## src/rtl/serial_adder_defs.vh

```
// FSM state encodings for the serial adder, shared through serial_adder_pkg.
localparam logic [1:0] STATE_IDLE = 2'd0;
localparam logic [1:0] STATE_BUSY = 2'd1;
localparam logic [1:0] STATE_DONE = 2'd2;

```

## src/rtl/serial_adder_pkg.sv

```systemverilog
// Shared definitions for the serial adder: state encodings and sizing helpers.
package serial_adder_pkg;

    `include "serial_adder_defs.vh"

    localparam int STATE_W = 2;

    // The counter must be able to hold WIDTH itself, so it never wraps mid-operation.
    function automatic int cnt_width(input int width);
        return $clog2(width + 1);
    endfunction

endpackage

```

## src/rtl/full_adder.sv

```systemverilog
// One-bit full adder built from two half adders with an OR merging their carries.
module full_adder (
    input  logic a,
    input  logic b,
    input  logic cin,
    output logic sum,
    output logic cout
);

    logic ha1_sum;
    logic ha1_carry;
    logic ha2_carry;

    assign ha1_sum   = a ^ b;
    assign ha1_carry = a & b;

    assign sum       = ha1_sum ^ cin;
    assign ha2_carry = ha1_sum & cin;

    assign cout      = ha1_carry | ha2_carry;

endmodule

```

## src/rtl/serial_adder.sv

```systemverilog
// Bit-serial adder: adds two WIDTH-bit operands one bit per clock, LSB first,
// and presents a registered sum and carry together with a one-cycle done pulse.
module serial_adder #(
    parameter int WIDTH = 8
) (
    input  logic             clk,
    input  logic             rst_n,
    input  logic             start,
    input  logic [WIDTH-1:0] a,
    input  logic [WIDTH-1:0] b,
    output logic             busy,
    output logic             done,
    output logic [WIDTH-1:0] sum,
    output logic             carry
);

    import serial_adder_pkg::*;

    localparam int CNT_W = cnt_width(WIDTH);
    localparam logic [CNT_W-1:0] LAST_BIT = CNT_W'(WIDTH - 1);

    logic [STATE_W-1:0] state_q, state_d;
    logic [WIDTH-1:0]   a_sh_q, a_sh_d;
    logic [WIDTH-1:0]   b_sh_q, b_sh_d;
    logic [WIDTH-1:0]   s_sh_q, s_sh_d;
    logic               c_q, c_d;
    logic [CNT_W-1:0]   cnt_q, cnt_d;
    logic [WIDTH-1:0]   sum_q, sum_d;
    logic               carry_q, carry_d;

    logic               fa_sum;
    logic               fa_cout;
    logic [WIDTH-1:0]   s_sh_next;

    full_adder u_full_adder (
        .a    (a_sh_q[0]),
        .b    (b_sh_q[0]),
        .cin  (c_q),
        .sum  (fa_sum),
        .cout (fa_cout)
    );

    always_comb begin
        s_sh_next            = s_sh_q >> 1;
        s_sh_next[WIDTH-1]   = fa_sum;

        state_d = state_q;
        a_sh_d  = a_sh_q;
        b_sh_d  = b_sh_q;
        s_sh_d  = s_sh_q;
        c_d     = c_q;
        cnt_d   = cnt_q;
        sum_d   = sum_q;
        carry_d = carry_q;

        case (state_q)
            STATE_IDLE: begin
                if (start) begin
                    a_sh_d  = a;
                    b_sh_d  = b;
                    s_sh_d  = '0;
                    c_d     = 1'b0;
                    cnt_d   = '0;
                    state_d = STATE_BUSY;
                end
            end
            STATE_BUSY: begin
                a_sh_d = a_sh_q >> 1;
                b_sh_d = b_sh_q >> 1;
                s_sh_d = s_sh_next;
                c_d    = fa_cout;
                cnt_d  = cnt_q + CNT_W'(1);
                // The final bit lands straight in the output registers on the DONE entry edge.
                if (cnt_q == LAST_BIT) begin
                    sum_d   = s_sh_next;
                    carry_d = fa_cout;
                    state_d = STATE_DONE;
                end
            end
            STATE_DONE: begin
                state_d = STATE_IDLE;
            end
            default: begin
                state_d = STATE_IDLE;
            end
        endcase
    end

    always_ff @(posedge clk or negedge rst_n) begin
        if (!rst_n) begin
            state_q <= STATE_IDLE;
            a_sh_q  <= '0;
            b_sh_q  <= '0;
            s_sh_q  <= '0;
            c_q     <= 1'b0;
            cnt_q   <= '0;
            sum_q   <= '0;
            carry_q <= 1'b0;
        end else begin
            state_q <= state_d;
            a_sh_q  <= a_sh_d;
            b_sh_q  <= b_sh_d;
            s_sh_q  <= s_sh_d;
            c_q     <= c_d;
            cnt_q   <= cnt_d;
            sum_q   <= sum_d;
            carry_q <= carry_d;
        end
    end

    assign busy  = (state_q == STATE_BUSY);
    assign done  = (state_q == STATE_DONE);
    assign sum   = sum_q;
    assign carry = carry_q;

endmodule

```

## config.mk

```make
export PLATFORM = sky130hd
export DESIGN_NAME = serial_adder
export DESIGN_NICKNAME = d
export VERILOG_FILES = /design/src/rtl/serial_adder_pkg.sv /design/src/rtl/full_adder.sv /design/src/rtl/serial_adder.sv
export VERILOG_INCLUDE_DIRS = /design/src /design/src/rtl
export SDC_FILE = /design/constraint.sdc
export NUM_CORES = 1
export LEC_CHECK = 0
export ABC_AREA = 1
export CAP_MARGIN = 20
export CORE_MARGIN = 2
export CORE_UTILIZATION = 45
export CTS_CLUSTER_DIAMETER = 120
export DETAILED_ROUTE_END_ITERATION = 6
export GPL_ROUTABILITY_DRIVEN = 0
export HOLD_SLACK_MARGIN = 0.02
export MAX_ROUTING_LAYER = met4
export PLACE_DENSITY = 0.7
export SLEW_MARGIN = 20
export SYNTH_ARGS = -nofsm -noshare
export SYNTH_HDL_FRONTEND = slang
export SYNTH_HIERARCHICAL = 1
export SYNTH_SLANG_ARGS = --single-unit
```

## constraint.sdc

```tcl
create_clock -name clk -period 1.45 [get_ports clk]
set_input_delay 0.29 -clock clk [delete_from_list [all_inputs] [get_ports clk]]
set_output_delay 0.29 -clock clk [all_outputs]
set_load 0.05 [all_outputs]
```

==> flow_summary.ini, run 1 <==
[outcome]
status = complete, no violations

[global_route]
overflow = 0
grt_pass1_wl_mm = 5.98
track_usage_pct = 18.8
antenna_found_initial = 0
grt_max_degree = 28
grt_pass1_vias = 1372

[finish]
drive_gt1_share_pct = 18.1
final_common_cell = nand2_1
mostFrequentLayoutCells = nand2_1 (79), nand3_1 (43), dfrtp_1 (38)
nFillCells = 308
n_antenna_cell = 0
fin_cells = 280
multi_input_area_um2 = 662
layout.area.seq_um2 = 977
finalNetCount = 252
area_growth_pct = 38.1

[power_and_ir_drop]
leakagePower_nw = 1.15
vdd_drop_max_uv = 891
power_density_nw_per_um2 = 2170

[setup_path]
rrSetupSlack_ns = 0.18
worstSetupStartpoint = state_q[0]
endpoint_kind = output pin
worstReg2RegStart = state_q[1]
start_kind = register
crit_required_ns = 1.16
regToRegEndpoint = cnt_q[2]
r2r_cells = 7
path_class = register to output pin
arrival_ns = 1.09
path_max_fanout = 12
crit_path_end = busy

[route]
wire_per_inst_um = 11.7
wl_mm = 3.28
drt_pass1_iterations = 4
drt_iter0_markers = 45
antenna_left = 0
vias = 1382
drc_errors = 0
viasPerCell = 4.94

[yosys]
synthCells = 190
yosys_warnings = 6
ys_ff_latch = 39
syn_avg_cell_area_um2 = 9.00
syn_nets = 211
synth_edf_count = 0
yosysSeqAreaShare_pct = 57.1
ys_types = 19
netlist_area_um2 = 1710
synth_ff_type = dfrtp_1
async_flop_share_pct = 100

[sta]
min_period_over_period_pct = 95.3
rsz0062_at_grt = no
fmax_mhz = 724
worst_pin_slew_ns = 0.356
finalSetupTns_ns = 0
finalHoldViolCount = 0
slew_headroom_pct = 76.3
skew_ns = 0.00572
period_minus_slack_ns = 1.38
finalMaxSlewViolations = 0
setup_violations = 0

[place]
dp_hpwl_mm = 2.31
dp_cells = 267
io_buffers = 29

[clocking]
cts.sinks = 39
root_buffer = clkbuf_8
clk_path_buf_depth = 2
cts_tree = built
clk_pin_slew_worst_paths_ns = 0.07
cts_buffers = 5
clkLatencyLatePin_ns = 0.29
h-tree-depth = 2

[floorplanning]
die_h_um = 65.6
num_io_pins = 30
core_um2 = 3660
dieWidth_um = 65.6
rows = 22
start_util_pct = 46.7
fp.dieArea_um2 = 4310

[flow_run]
max_cap_viol_count = 0

[worst_hold_path]
hold_class = input pin to async pin
## per-layer routing
metal	GRT usage (%)	routed length, um	vias up
met3	5.31	121	4
met1	22.0	1510	656
met4	7.55	48	0
met5	-	0	-
met2	30.6	1600	30
li1	-	-	692
## timing repair
item / CTS / global route
hold buffers: 1 / 0
endpoints found under the hold margin: 14 / 0
resized for setup: 4 / 3
setup endpoints to repair: 1 / 11
buffers inserted: 1 / 3
pin swaps: 0 / 1
## area by class of cell
type | instances | area share (%)
Timing Repair Buffer | 42 | 22.6
Clock buffer | 8 | 4.24
Tap cell | 48 | 2.55
Sequential cell | 39 | 41.4
Inverter | 4 | 1.17
Multi-Input combinational cell | 139 | 28.0
## worst min-delay path by stage
stage,slack (ns),cells after the start,from,end
floorplan,-0.006,0,rst_n,a_sh_q[0]
global placement,0.22,1,rst_n,sum[6]
detailed placement,0.22,1,rst_n,sum[5]
CTS,0.45,2,rst_n,sum[7]
global route,0.47,2,rst_n,s_sh_q[4]
finish,0.43,2,rst_n,sum[7]
## Yosys cell counts, types with 2 or more instances
cell	instances	area, um^2
nand2_1	79	297
nand3_1	43	215
dfrtp_1	39	976
buf_6	4	45.0
nor2_1	4	15.0
buf_2	3	15.0
o21ai_0	3	15.0
inv_1	2	7.51
nand2_4	2	22.5
nor2_4	2	22.5
## sequential cells by signal, summed over array words and instances, names as in the netlist
name,flops
sum,8
b_sh_q,8
cnt_q,4
s_sh_q,7
a_sh_q,8
state_q,2
carry,1
c_q,1
## cells by family after synthesis
kind of cell | Yosys count | synth area share (%)
buffers and inverters | 12 | 4.98
AO/OA/AOI/OAI | 5 | 1.83
flip-flops | 39 | 57.1
adder cells (fa/ha/maj) | 2 | 1.90
AND/OR/NAND/NOR | 132 | 34.2
## power breakdown
group / switching [mW] / internal, mW
logic: 1.32 / 1.10
clock network: 0.360 / 0.434
registers: 0.361 / 1.55
total: 2.04 / 3.08
## per-stage QoR
stage	worst slack [ns]	utilization [%]	hold WS [ns]	instance area, um^2	power, mW
floorplan	0.0534	-	-0.00559	1710	3.30
finish	0.0688	64.5	0.434	2360	5.12
global route	0.0162	64.5	0.466	2360	5.49
CTS	0.00968	63.6	0.446	2330	5.13
global placement	0.123	59.9	0.223	2190	4.20
detailed placement	0.107	59.9	0.222	2190	4.27
## worst max-delay path, stage by stage, from the launching register on
cell	delay [ns]
dfrtp_2	0.46
nand2_8	0.14
clkinv_8	0.06
buf_12	0.14
Power figures use the tool's default switching activity.
==> run 2, diff against run 1 <==
--- a/config.mk
+++ b/config.mk
@@ -11,6 +11,7 @@
 export CORE_MARGIN = 2
 export CORE_UTILIZATION = 45
 export CTS_CLUSTER_DIAMETER = 120
+export CTS_CLUSTER_SIZE = 8
 export DETAILED_ROUTE_END_ITERATION = 6
 export GPL_ROUTABILITY_DRIVEN = 0
 export HOLD_SLACK_MARGIN = 0.02
==> constraint.sdc (replaced) <==
create_clock -name clk -period 1.4 [get_ports clk]
set_input_delay 0.28 -clock clk [delete_from_list [all_inputs] [get_ports clk]]
set_output_delay 0.28 -clock clk [all_outputs]
set_load 0.05 [all_outputs]
==> flow_summary.ini, run 2 (same netlist as run 1, synthesis figures left out) <==
[global_route]
track_usage_pct = 19.0
antenna_found_initial = 0
grt_max_degree = 28
overflow = 0
grt_pass1_wl_mm = 5.96
grt_pass1_vias = 1324

[finish]
n_antenna_cell = 0
area_growth_pct = 40.0
multi_input_area_um2 = 673
final_common_cell = nand2_1
finalNetCount = 256
nFillCells = 284
drive_gt1_share_pct = 19.5
mostFrequentLayoutCells = nand2_1 (79), nand3_1 (43), dfrtp_1 (38)
layout.area.seq_um2 = 977

[power_and_ir_drop]
power_density_nw_per_um2 = 2280
leakagePower_nw = 1.17
totalPowerFinal_mw = 5.46
vdd_drop_max_uv = 1040

[route]
drt_pass1_iterations = 4
wire_per_inst_um = 12.6
viasPerCell = 5.07
antenna_left = 0
vias = 1439
wl_mm = 3.57
drt_iter0_markers = 88
drc_errors = 0

[setup_path]
crit_chain = inv_2, nand2_8, inv_12, buf_12
crit_required_ns = 1.12
path_class = register to output pin
critPathSlowestCell = dfrtp_1
path_max_fanout = 7
worst_path_largest_cell_delay_ns = 0.38
cp_top_family = flip-flops
critical_path_buf_inv_count = 3
arrival_ns = 1.08
endpoint_kind = output pin
start_kind = register

[floorplanning]
rows = 22
start_util_pct = 46.7
core_um2 = 3660
dieWidth_um = 65.6
fp.dieArea_um2 = 4310
num_io_pins = 30
die_h_um = 65.6

[clocking]
h-tree-depth = 2
cts_buffers = 5
clk_path_buf_depth = 2
root_buffer = clkbuf_8
clk_pin_slew_worst_paths_ns = 0.07
cts.sinks = 39
cts_tree = built
clkLatencyLatePin_ns = 0.29

[sta]
period_minus_slack_ns = 1.36
skew_ns = 0.00448
setup_violations = 0
fmax_mhz = 734
worst_pin_slew_ns = 0.374
min_period_over_period_pct = 97.3
finalSetupTns_ns = 0
slew_headroom_pct = 75.1
finalHoldViolCount = 0
finalMaxSlewViolations = 0

[flow_run]
max_cap_viol_count = 0

[place]
io_buffers = 29
dp_hpwl_mm = 2.31

[worst_hold_path]
hold_class = input pin to async pin

[outcome]
status = complete, no violations
run 2: changes by cell type in the layout (fill, tap and decap cells not counted):
cell      before  now
nor2_2         2    1
inv_12         0    1
nor2_4         2    3
clkinv_8       1    0
nand2_2        1    2
buf_4          9   12
run 2: worst paths after layout:
| kind | slack [ns] | depth (start not counted) | start | end |
|---|---|---|---|---|
| worst max-delay path | 0.04 | 4 | state_q[1] | busy |
| worst min-delay path | 0.43 | 2 | rst_n | sum[7] |
| worst max register to register | 0.15 | 6 | cnt_q[1] | sum[5] |
| worst min register to register | 0.48 | 2 | s_sh_q[1] | sum[0] |
| max in group asynchronous | 0.51 | 3 | rst_n | state_q[0] |
| min in group clk | 0.48 | 2 | s_sh_q[1] | sum[0] |
run 2: final cells by class:
class                      count  share of cell area, %
clock buffer                   8                   4.18
inverter                       4                   1.15
multi-input combinational    140                   28.1
sequential                    39                   40.8
tap                           48                   2.51
timing repair buffer          45                   23.2
run 2: power breakdown:
group          total, mW  internal, mW  switching, mW  leakage [nW]
registers           1.99          1.60          0.390         0.501
logic               2.63          1.21           1.42         0.612
clock network      0.833         0.449          0.384        0.0515
run 2: layer usage:
| layer | share of wire, % | wire length [um] | global-route usage [%] | up-vias |
|---|---|---|---|---|
| li1 | - | - | - | 704 |
| met1 | 45 | 1620 | 22.9 | 691 |
| met2 | 48 | 1720 | 30.1 | 41 |
| met3 | 5.0 | 180 | 5.82 | 3 |
| met4 | 1.2 | 44 | 7.55 | 0 |
| met5 | 0 | 0 | - | - |
run 2: repair_timing:
item,in CTS,in global routing
endpoints found under the setup margin,2,11
cloned,0,1
resized for setup,6,3
pin swaps,0,1
endpoints found under the hold margin,14,0
hold buffers,1,0
setup buffers,2,4
run 2: per-stage QoR:
stage	instances	cell area, um^2	hold WS (ns)	util (%)	worst slack (ns)
global route	284	2390	0.466	65.4	-0.00433
floorplan	190	1710	-0.0156	-	0.0134
global placement	268	2200	0.210	60.2	0.0730
finish	284	2390	0.427	65.4	0.0381
detailed placement	268	2200	0.212	60.2	0.0329
CTS	279	2350	0.428	64.2	0.0139
==> run 3, diff against run 2 <==
--- a/config.mk
+++ b/config.mk
@@ -10,7 +10,7 @@
 export CAP_MARGIN = 20
 export CORE_MARGIN = 2
 export CORE_UTILIZATION = 45
-export CTS_CLUSTER_DIAMETER = 120
+export CTS_CLUSTER_DIAMETER = 40
 export CTS_CLUSTER_SIZE = 8
 export DETAILED_ROUTE_END_ITERATION = 6
 export GPL_ROUTABILITY_DRIVEN = 0
@@ -20,5 +20,4 @@
 export SLEW_MARGIN = 20
 export SYNTH_ARGS = -nofsm -noshare
 export SYNTH_HDL_FRONTEND = slang
-export SYNTH_HIERARCHICAL = 1
 export SYNTH_SLANG_ARGS = --single-unit
==> flow_summary.ini, run 3 <==
[floorplanning]
num_io_pins = 30
core_um2 = 3660
fp.dieArea_um2 = 4310
rows = 22
dieWidth_um = 65.6
die_h_um = 65.6
start_util_pct = 46.7

[clocking]
clk_path_buf_depth = 2
root_buffer = clkbuf_8
clkLatencyLatePin_ns = 0.29
clk_pin_slew_worst_paths_ns = 0.08
cts_buffers = 5
h-tree-depth = 2
cts.sinks = 39
cts_tree = built

[global_route]
track_usage_pct = 20.0
grt_pass1_wl_mm = 6.20
grt_pass1_vias = 1380
grt_max_degree = 28
antenna_found_initial = 0
overflow = 0

[sta]
hold_ws_ns = 0.438
worst_pin_slew_ns = 0.403
setup_violations = 0
skew_ns = 0.00790
finalHoldViolCount = 0
slew_headroom_pct = 73.2
period_minus_slack_ns = 1.37
fmax_mhz = 730
min_period_over_period_pct = 97.9
finalMaxSlewViolations = 0

[power_and_ir_drop]
swShare_pct = 39.9
p_comb_share_pct = 47.7
power_frac_seq_pct = 35.2
p_int_mw = 3.42
switching_power_mw = 2.27
leakagePower_nw = 1.19
vdd_drop_max_uv = 1580
power_density_nw_per_um2 = 2330
totalPowerFinal_mw = 5.69
power.share.clock_pct = 17.0

[route]
drt_pass1_iterations = 4
antenna_left = 0
viasPerCell = 5.07
vias = 1455
drt_iter0_markers = 90
wl_mm = 3.92
drc_errors = 0
wire_per_inst_um = 13.7

[setup_path]
worstReg2RegStart = cnt_q[1]
rrSetupSlack_ns = 0.14
path_class = register to output pin
r2r_cells = 6
worst_path_largest_cell_delay_ns = 0.37
crit_chain = inv_2, nand2_8, inv_12, buf_12
crit_path_end = busy
critPathSlowestCell = dfrtp_1
start_kind = register
endpoint_kind = output pin
regToRegEndpoint = sum[0]
worstSetupStartpoint = state_q[1]
path_max_fanout = 5
crit_required_ns = 1.12
arrival_ns = 1.09

[finish]
finalNetCount = 259
mostFrequentLayoutCells = nand2_1 (79), nand3_1 (43), dfrtp_1 (38)
drive_gt1_share_pct = 20.9
area_growth_pct = 43.0
final_area_um2 = 2440
utilization_pct = 66.7
n_antenna_cell = 0
final_common_cell = nand2_1

[yosys]
syn_nets = 211
synth_largest_area_cell = dfrtp_1
ys_ff_latch = 39
synth_top_area_share_pct = 57.1
synth_common_cells = nand2_1 (79), nand3_1 (43), dfrtp_1 (39)
netlist_area_um2 = 1710
synthTopCellsByArea = dfrtp_1 (57%), nand2_1 (17%), nand3_1 (13%)
synth_edf_count = 0
async_flop_share_pct = 100
syn_avg_cell_area_um2 = 9.00
ys_types = 19
yosys_warnings = 0
synth_most_common_cell = nand2_1
synth_ff_type = dfrtp_1
yosysSeqAreaShare_pct = 57.1
synthCells = 190

[outcome]
status = complete, no violations

[flow_run]
max_cap_viol_count = 0

[place]
dp_hpwl_mm = 2.36
io_buffers = 29
placed_cell_area_um2 = 2190

[worst_hold_path]
hold_class = input pin to async pin
==> run 3: power groups by stage <==
stage / Combinational [mW] / Clock, mW / Sequential [mW]
final: 2.72 / 0.970 / 2.00
after global routing: 2.94 / 1.03 / 2.05
after CTS: 2.48 / 0.985 / 1.99
after floorplan: 1.15 / 0 / 2.27
after detailed placement: 2.40 / 0 / 1.99
after global placement: 2.36 / 0 / 1.98
==> run 3: area by class of cell <==
cell class / count / area [um^2]
repair buffers: 47 / 574
inverters: 4 / 27.5
flip-flops and latches: 39 / 977
well taps: 48 / 60.1
clock inverters: 2 / 35.0
repair inverters: 1 / 8.76
multi-input cells: 140 / 678
clock buffers: 6 / 82.6
fillers: 298 / 1220
==> run 3: kinds of logic after synthesis <==
| kind of cell | share of synthesized area (%) |
|---|---|
| AO/OA/AOI/OAI | 1.83 |
| adder cells (fa/ha/maj) | 1.90 |
| flip-flops | 57.1 |
| buffers and inverters | 4.98 |
| AND/OR/NAND/NOR | 34.2 |
==> run 3: through the flow <==
stage                     setup TNS, ns  worst slack [ns]  cells
after floorplan                       0            0.0134    190
after global placement                0            0.0749    267
after detailed placement              0            0.0604    267
after CTS                       -0.0782           -0.0431    277
after global routing           -0.00321          -0.00321    287
final                                 0            0.0295    287
==> run 3: worst min path at each step <==
| stage | startpoint | to | slack [ns] | depth (start not counted) |
|---|---|---|---|---|
| 5_1_grt | rst_n | sum[2] | 0.48 | 2 |
| 4_1_cts | rst_n | cnt_q[0] | 0.44 | 2 |
| 6_report | rst_n | sum[2] | 0.44 | 2 |
| 2_1_floorplan | rst_n | a_sh_q[0] | -0.02 | 0 |
| 3_5_place_dp | rst_n | sum[2] | 0.23 | 1 |
| 3_3_place_gp | rst_n | sum[2] | 0.22 | 1 |
==> run 3: what timing repair did <==
action                     in CTS  in global routing
hold endpoints to repair       15                  0
hold buffers                    1                  0
buffers inserted                1                  8
cloned                          0                  2
gates resized for setup         5                  6
setup endpoints to repair       2                  4
pin swaps                       0                  2
==> run 3: worst max-delay path, delay by kind of cell, from the launching register on <==
family	cells	cell delay (ns)
DFF	1	0.37
buffers and inverters	3	0.33
and+or+nand+nor	1	0.09
==> run 3: metal layers <==
metal | wire length (um) | vias to the layer above | share of wire, % | global-route usage (%)
met3 | 165 | 8 | 4.2 | 4.11
met4 | 84 | 0 | 2.1 | 10.4
met5 | 0 | - | 0 | -
met2 | 1840 | 37 | 47 | 29.3
li1 | - | 712 | - | -
met1 | 1830 | 698 | 47 | 26.4
==> patch 1, RTL diff (config.mk and constraints of run 3) <==
`sum_q` no longer has a reset.
--- a/src/rtl/serial_adder.sv
+++ b/src/rtl/serial_adder.sv
@@ -94,7 +94,6 @@
             s_sh_q  <= '0;
             c_q     <= 1'b0;
             cnt_q   <= '0;
-            sum_q   <= '0;
             carry_q <= 1'b0;
         end else begin
             state_q <= state_d;
@@ -103,9 +102,12 @@
             s_sh_q  <= s_sh_d;
             c_q     <= c_d;
             cnt_q   <= cnt_d;
-            sum_q   <= sum_d;
             carry_q <= carry_d;
         end
+    end
+
+    always_ff @(posedge clk) begin
+        sum_q <= sum_d;
     end
 
     assign busy  = (state_q == STATE_BUSY);
Check against the original RTL: differs if rst_n is asserted again (counterexample within 10 cycles, from zero or initial values and one cycle with rst_n low); with rst_n held inactive, the same outputs for 10 cycles.
==> patch 1 against run 3 <==
- sequential cell count is the same
- setup slack improved by 0.023 ns
- maximum frequency rose by 1.7%
- sequential power down 7%
- wire length decreased by 18%
- final cell count decreased by 12%
- via count shrank 11%
- worst hold slack worse by 0.089 ns
- highest routed layer unchanged
- total power down 18%
- final area decreased by 5.3%
- synthesized area fell by 2.8%
- utilization fell by 2.6 points
- first-iteration DRC count shrank 33%
==> patch 1: results (changes against run 3) <==
- Cell variety after synth: 22 (was 19)
* Post-Synthesis Mean Instance Area: 10.07 um2 (was 8.995 um2)
- Most frequent cell after synthesis: sky130_fd_sc_hd__nand2_1 (unchanged)
* Number of placed instances with taps included: 243 (was 267)
- Logic depth of the worst register-to-register path: 4 (was 6)
- Dominant cells by area after synthesis: sky130_fd_sc_hd__dfrtp_1 (47%), sky130_fd_sc_hd__edfxtp_1 (14%), sky130_fd_sc_hd__nand3_1 (13%) (was sky130_fd_sc_hd__dfrtp_1 (57%), sky130_fd_sc_hd__nand2_1 (17%), sky130_fd_sc_hd__nand3_1 (13%)).
* Crit path from: state_q[0] (was state_q[1])
- The proportion of layout cells with a drive suffix above 1 came to 0.1912 (was 0.2092).
- The largest net degree at the start of global routing came to 32 (was 28).
* Part of the Yosys area used for sequential elements: 0.6114 (was 0.5710)
- Arrival time at the worst endpoint: 1.07 ns (was 1.09 ns)
- Result of the run: complete, no violations (unchanged)
- The capturing point of the worst reg2reg path is sum[6] (was sum[0]).
- The synthesized net count was 186 (was 211).
- The number of nets at the end of the flow was 224 (was 259).
- The initial DRC count was 60 (was 90).
- The peak supply drop came to 980.1 uV (was 1584 uV).
- The via count of the first global-routing pass was 1236 (was 1380).
- The largest stage delay on the critical path came to 0.46 ns (was 0.37 ns).
* DPL Wire Length: 2.290 mm (was 2.361 mm)
* Worst-case register-to-register setup slack: 0.09 ns (was 0.14 ns)
* Critical Path End: done (was busy)
- Via density per instance: 5.155 (was 5.070)
- The wire length per cell after detailed routing came to 12.80 um (was 13.65 um).
* Number of flops mapped to enable cells by yosys: 8 (was 0)
- The number of filler instances in the final layout came to 281 (was 298).
- The number of non-filler instances in the completed layout was 252 (was 287).
- Leakage Power: 1.062 nW (was 1.191 nW)
- The number of hold-repair buffers added at the cts stage came to 0 (was 1).
- Most instantiated cells after synthesis: sky130_fd_sc_hd__nand2_1 (53), sky130_fd_sc_hd__nand3_1 (42), sky130_fd_sc_hd__dfrtp_1 (31) (was sky130_fd_sc_hd__nand2_1 (79), sky130_fd_sc_hd__nand3_1 (43), sky130_fd_sc_hd__dfrtp_1 (39))
* Slowest cell on the critical path: sky130_fd_sc_hd__dfrtp_2 (was sky130_fd_sc_hd__dfrtp_1)
- The internal portion of total power came to 3.048 mW (was 3.420 mW).
- The clock tree buffer depth is 2 (unchanged).
- The fraction of registers with async set/reset is 0.7949 (was 1.000).
- The maximum fanout count along the critical path was 4 (was 5).
- The clock skew after layout came to 0.003004 ns (was 0.007904 ns).
- First-pass GRT wire length: 5.533 mm (was 6.196 mm)
- The global-route usage over all layers came to 0.1777 (was 0.2002).
[patch 1: changes by cell type in the layout (fill, tap and decap cells not counted), sizes merged, moves of 2 or more]
cell	delta
dfrtp	-8
o21ai	+2
buf	-7
edfxtp	+8
nand2	-28
[patch 1: cells by family (layout without fill, tap and decap cells)]
logic type                 count (synthesis)  count (layout)  share of synthesized area
and+or+nand+nor                          104             104                     0.2824
DFF                                       39              39                     0.6114
buffers and inverters                     13              52                    0.06325
AOI/OAI and AO/OA                          6               6                    0.01807
adders and majority gates                  2               2                    0.01958
xor gates and xnor gates                   1               1                   0.005272
[patch 1: stage by stage]
step	util	setup slack, ns	cell area [um2]
2_1_floorplan	-	0.004111	1664
3_3_place_gp	0.6003	0.07598	2165
3_5_place_dp	0.6003	0.04965	2165
4_1_cts	0.6419	0.03886	2315
5_1_grt	0.6419	0.01509	2315
6_report	0.6419	0.05255	2315
[patch 1: worst min path at each step]
stage	end	slack, ns
2_1_floorplan	a_sh_q[0]	-0.02
3_3_place_gp	sum[0]	0.43
3_5_place_dp	sum[6]	0.45
4_1_cts	c_q	0.35
5_1_grt	c_q	0.36
6_report	a_sh_q[7]	0.35
[patch 1: power by group through the flow]
stage	sequential [mW]	clock (mW)	combinational, mW
after floorplan	1.93	0	1.03
after global placement	1.85	0	1.63
after detailed placement	1.88	0	1.70
after CTS	1.87	1.13	1.74
after global routing	1.92	1.18	1.90
final	1.87	1.11	1.71
[patch 1: layer usage]
| layer | up-vias | share of wire | global-route usage |
|---|---|---|---|
| met2 | 50 | 0.52 | 0.2925 |
| met3 | 3 | 0.052 | 0.03125 |
| li1 | 620 | - | - |
| met4 | 0 | 0.011 | 0.07979 |
| met5 | - | 0 | - |
| met1 | 626 | 0.41 | 0.2151 |
[patch 1: worst register-to-register path: cells and delay by family, from the launching register on]
family	cells	cell delay, ns
fa+ha+maj	1	0.21
flops	1	0.40
simple gates	2	0.24
buf+inv	1	0.18
[patch 1: repair_timing]
item / in CTS / in global routing
setup endpoints to repair: 2 / 0
buffers inserted: 1 / 0
resized for setup: 3 / 0
[patch 1: final cells by class]
type | instances | area [um2] | share of cell area
flip-flops and latches | 39 | 1017 | 0.4395
multi-input cells | 113 | 545.5 | 0.2357
well taps | 48 | 60.06 | 0.02595
inverters | 4 | 22.52 | 0.009730
clock buffers | 5 | 68.82 | 0.02973
repair buffers | 40 | 533.0 | 0.2303
clock inverters | 3 | 67.56 | 0.02919
==> patch 2, RTL diff (settings of run 3) <==
Made on the original files. `WIDTH`: 8 -> 6.
--- a/src/rtl/serial_adder.sv
+++ b/src/rtl/serial_adder.sv
@@ -1,7 +1,7 @@
 // Bit-serial adder: adds two WIDTH-bit operands one bit per clock, LSB first,
 // and presents a registered sum and carry together with a one-cycle done pulse.
 module serial_adder #(
-    parameter int WIDTH = 8
+    parameter int WIDTH = 6
 ) (
     input  logic             clk,
     input  logic             rst_n,
Ports: changed (resized a, b and sum); port bits go from 30 to 24. The function was not compared with the original's and may differ.
==> patch 2 against run 3 <==
- worst hold slack got worse by 0.14 ns
- clock power fell by 29%
- the flow now finishes with violations (negative setup slack)
- wire length fell by 28%
- non-clock buffer count fell by 12
- final area fell by 21%
- highest routed layer unchanged
- synthesized area fell by 18%
- largest power group unchanged
- sequential cell count fell by 9
- utilization fell by 2.6 points
- first-iteration DRC count fell by 57%
- setup slack got worse by 0.066 ns
- total power fell by 22%
- via count fell by 20%
- sequential power fell by 24%
==> patch 2: results (changes against run 3) <==
- Result of the run: complete, but fails checks (was complete, no violations).
- The checks that failed: negative setup slack.
- The synthesized net count came to 186 (was 211).
- The share of the core filled with cells in the final layout is 0.6417 (was 0.6675).
- Final layout net count: 222 (was 259)
* Via count of the first global-routing pass: 1193 (was 1380)
- The worst slew slack as a fraction of its limit came to 0.7951 (was 0.7317).
* Total cell area at the placement stage: 0.001809 mm2 (was 0.002195 mm2)
- The number of non-filler instances in the completed layout was 238 (was 287).
- The part of the total power dissipated in sequential elements was 0.343 (was 0.352).
- Dominant cells by area after synthesis: sky130_fd_sc_hd__dfrtp_1 (53%), sky130_fd_sc_hd__nand2_1 (14%), sky130_fd_sc_hd__inv_1 (8.0%) (was sky130_fd_sc_hd__dfrtp_1 (57%), sky130_fd_sc_hd__nand2_1 (17%), sky130_fd_sc_hd__nand3_1 (13%)).
- Share of final-layout standard cells stronger than drive strength 1: 0.2049 (was 0.2092)
* Final setup violation count: 1 (was 0)
- Clock group power: 0.688 mW (was 0.970 mW)
- The total negative slack is -0.03636 ns (was 0 ns).
- The cell chosen for the clock root was sky130_fd_sc_hd__clkbuf_4 (was sky130_fd_sc_hd__clkbuf_8).
* Path category of the worst min-delay check: primary input to asynchronous set/reset pin (unchanged)
- The post-synthesis average cell area is 8.371 um2 (was 8.995 um2).
- Max VDD drop: 994.2 uV (was 1584 uV)
- Max Clock Skew: 0.009938 ns (was 0.007904 ns)
- The placed wire-length estimate was 2.019 mm (was 2.361 mm).
- Largest fanout of any net on the critical path: 2 (was 5)
- The cell count of the worst reg-to-reg path is 5 (was 6).
- The count of buffers from port buffering was 23 (was 29).
- The data arrival time of the critical path came to 1.16 ns (was 1.09 ns).
* Number of placed instances with taps included: 226 (was 267)
- The fraction of power consumed by the clock network is 0.154 (was 0.170).
* Share of total power consumed by net switching: 0.4157 (was 0.3991)
- Via density per instance: 4.891 (was 5.070)
* Most instantiated cells after synthesis: sky130_fd_sc_hd__nand2_1 (52), sky130_fd_sc_hd__dfrtp_1 (30), sky130_fd_sc_hd__inv_1 (30) (was sky130_fd_sc_hd__nand2_1 (79), sky130_fd_sc_hd__nand3_1 (43), sky130_fd_sc_hd__dfrtp_1 (39))
- Setup slack on the worst reg-to-reg path comes out at 0.13 ns.
- The initial DRC count is 39 (was 90).
* PnR worst setup slack: -0.03636 ns (was 0.02952 ns)
* Pin count of the biggest net entering global routing: 31 (was 28)
* Leakage Power: 1.001 nW (was 1.191 nW)
* Critical Path Max Stage Delay: 0.42 ns (was 0.37 ns)
* GRT Overall Usage: 0.2008 (was 0.2002)
- Initial antenna violation count: 0 (unchanged)
* Clock insertion delay at the later pin of the skew report: 0.34 ns (was 0.29 ns)
* Reg2reg end: a_sh_q[5] (was sum[0])
* Crit path from: state_q[1] (unchanged)
* Routed len/inst: 11.86 um (was 13.65 um)
* Worst-case setup slack after placement: -0.03921 ns (was 0.06037 ns)
- The portion of the post-synthesis area used by sequential elements came to 0.5338 (was 0.5710).
* Fill cell total of the finished layout: 274 (was 298)
## patch 2: cell types whose count changed after synthesis, sizes merged
cell,delta
buf,-4
clkbuf,+2
dfrtp,-9
ha,+1
inv,+27
nand2,-28
nand3,-23
nor2,-2
o21ai,+14
o21bai,-1
o22ai,+1
## patch 2: metal layers
layer	wire length, um	global-route usage	vias to the layer above
li1	-	-	592
met1	1209	0.2222	534
met2	1415	0.3323	31
met3	148	0.06926	7
met4	49	0.07619	0
met5	0	-	-
## patch 2: timing repair
action,4_1_cts,5_1_grt
setup endpoints to repair,2,2
hold endpoints to repair,0,0
buffers inserted,3,1
pin swaps,2,1
resized for setup,4,0
## patch 2: cell type report
type,count,area share
clock buffers,5,0.01948
repair buffers,35,0.2214
well taps,33,0.02143
multi-input cells,101,0.2662
inverters,31,0.06039
flip-flops and latches,30,0.3903
clock inverters,3,0.02078
## patch 2: cell families after synthesis
group,synth area share
compound gates,0.08452
fa+ha+maj,0.03203
buf+inv,0.1068
flops,0.5338
simple gates,0.2429
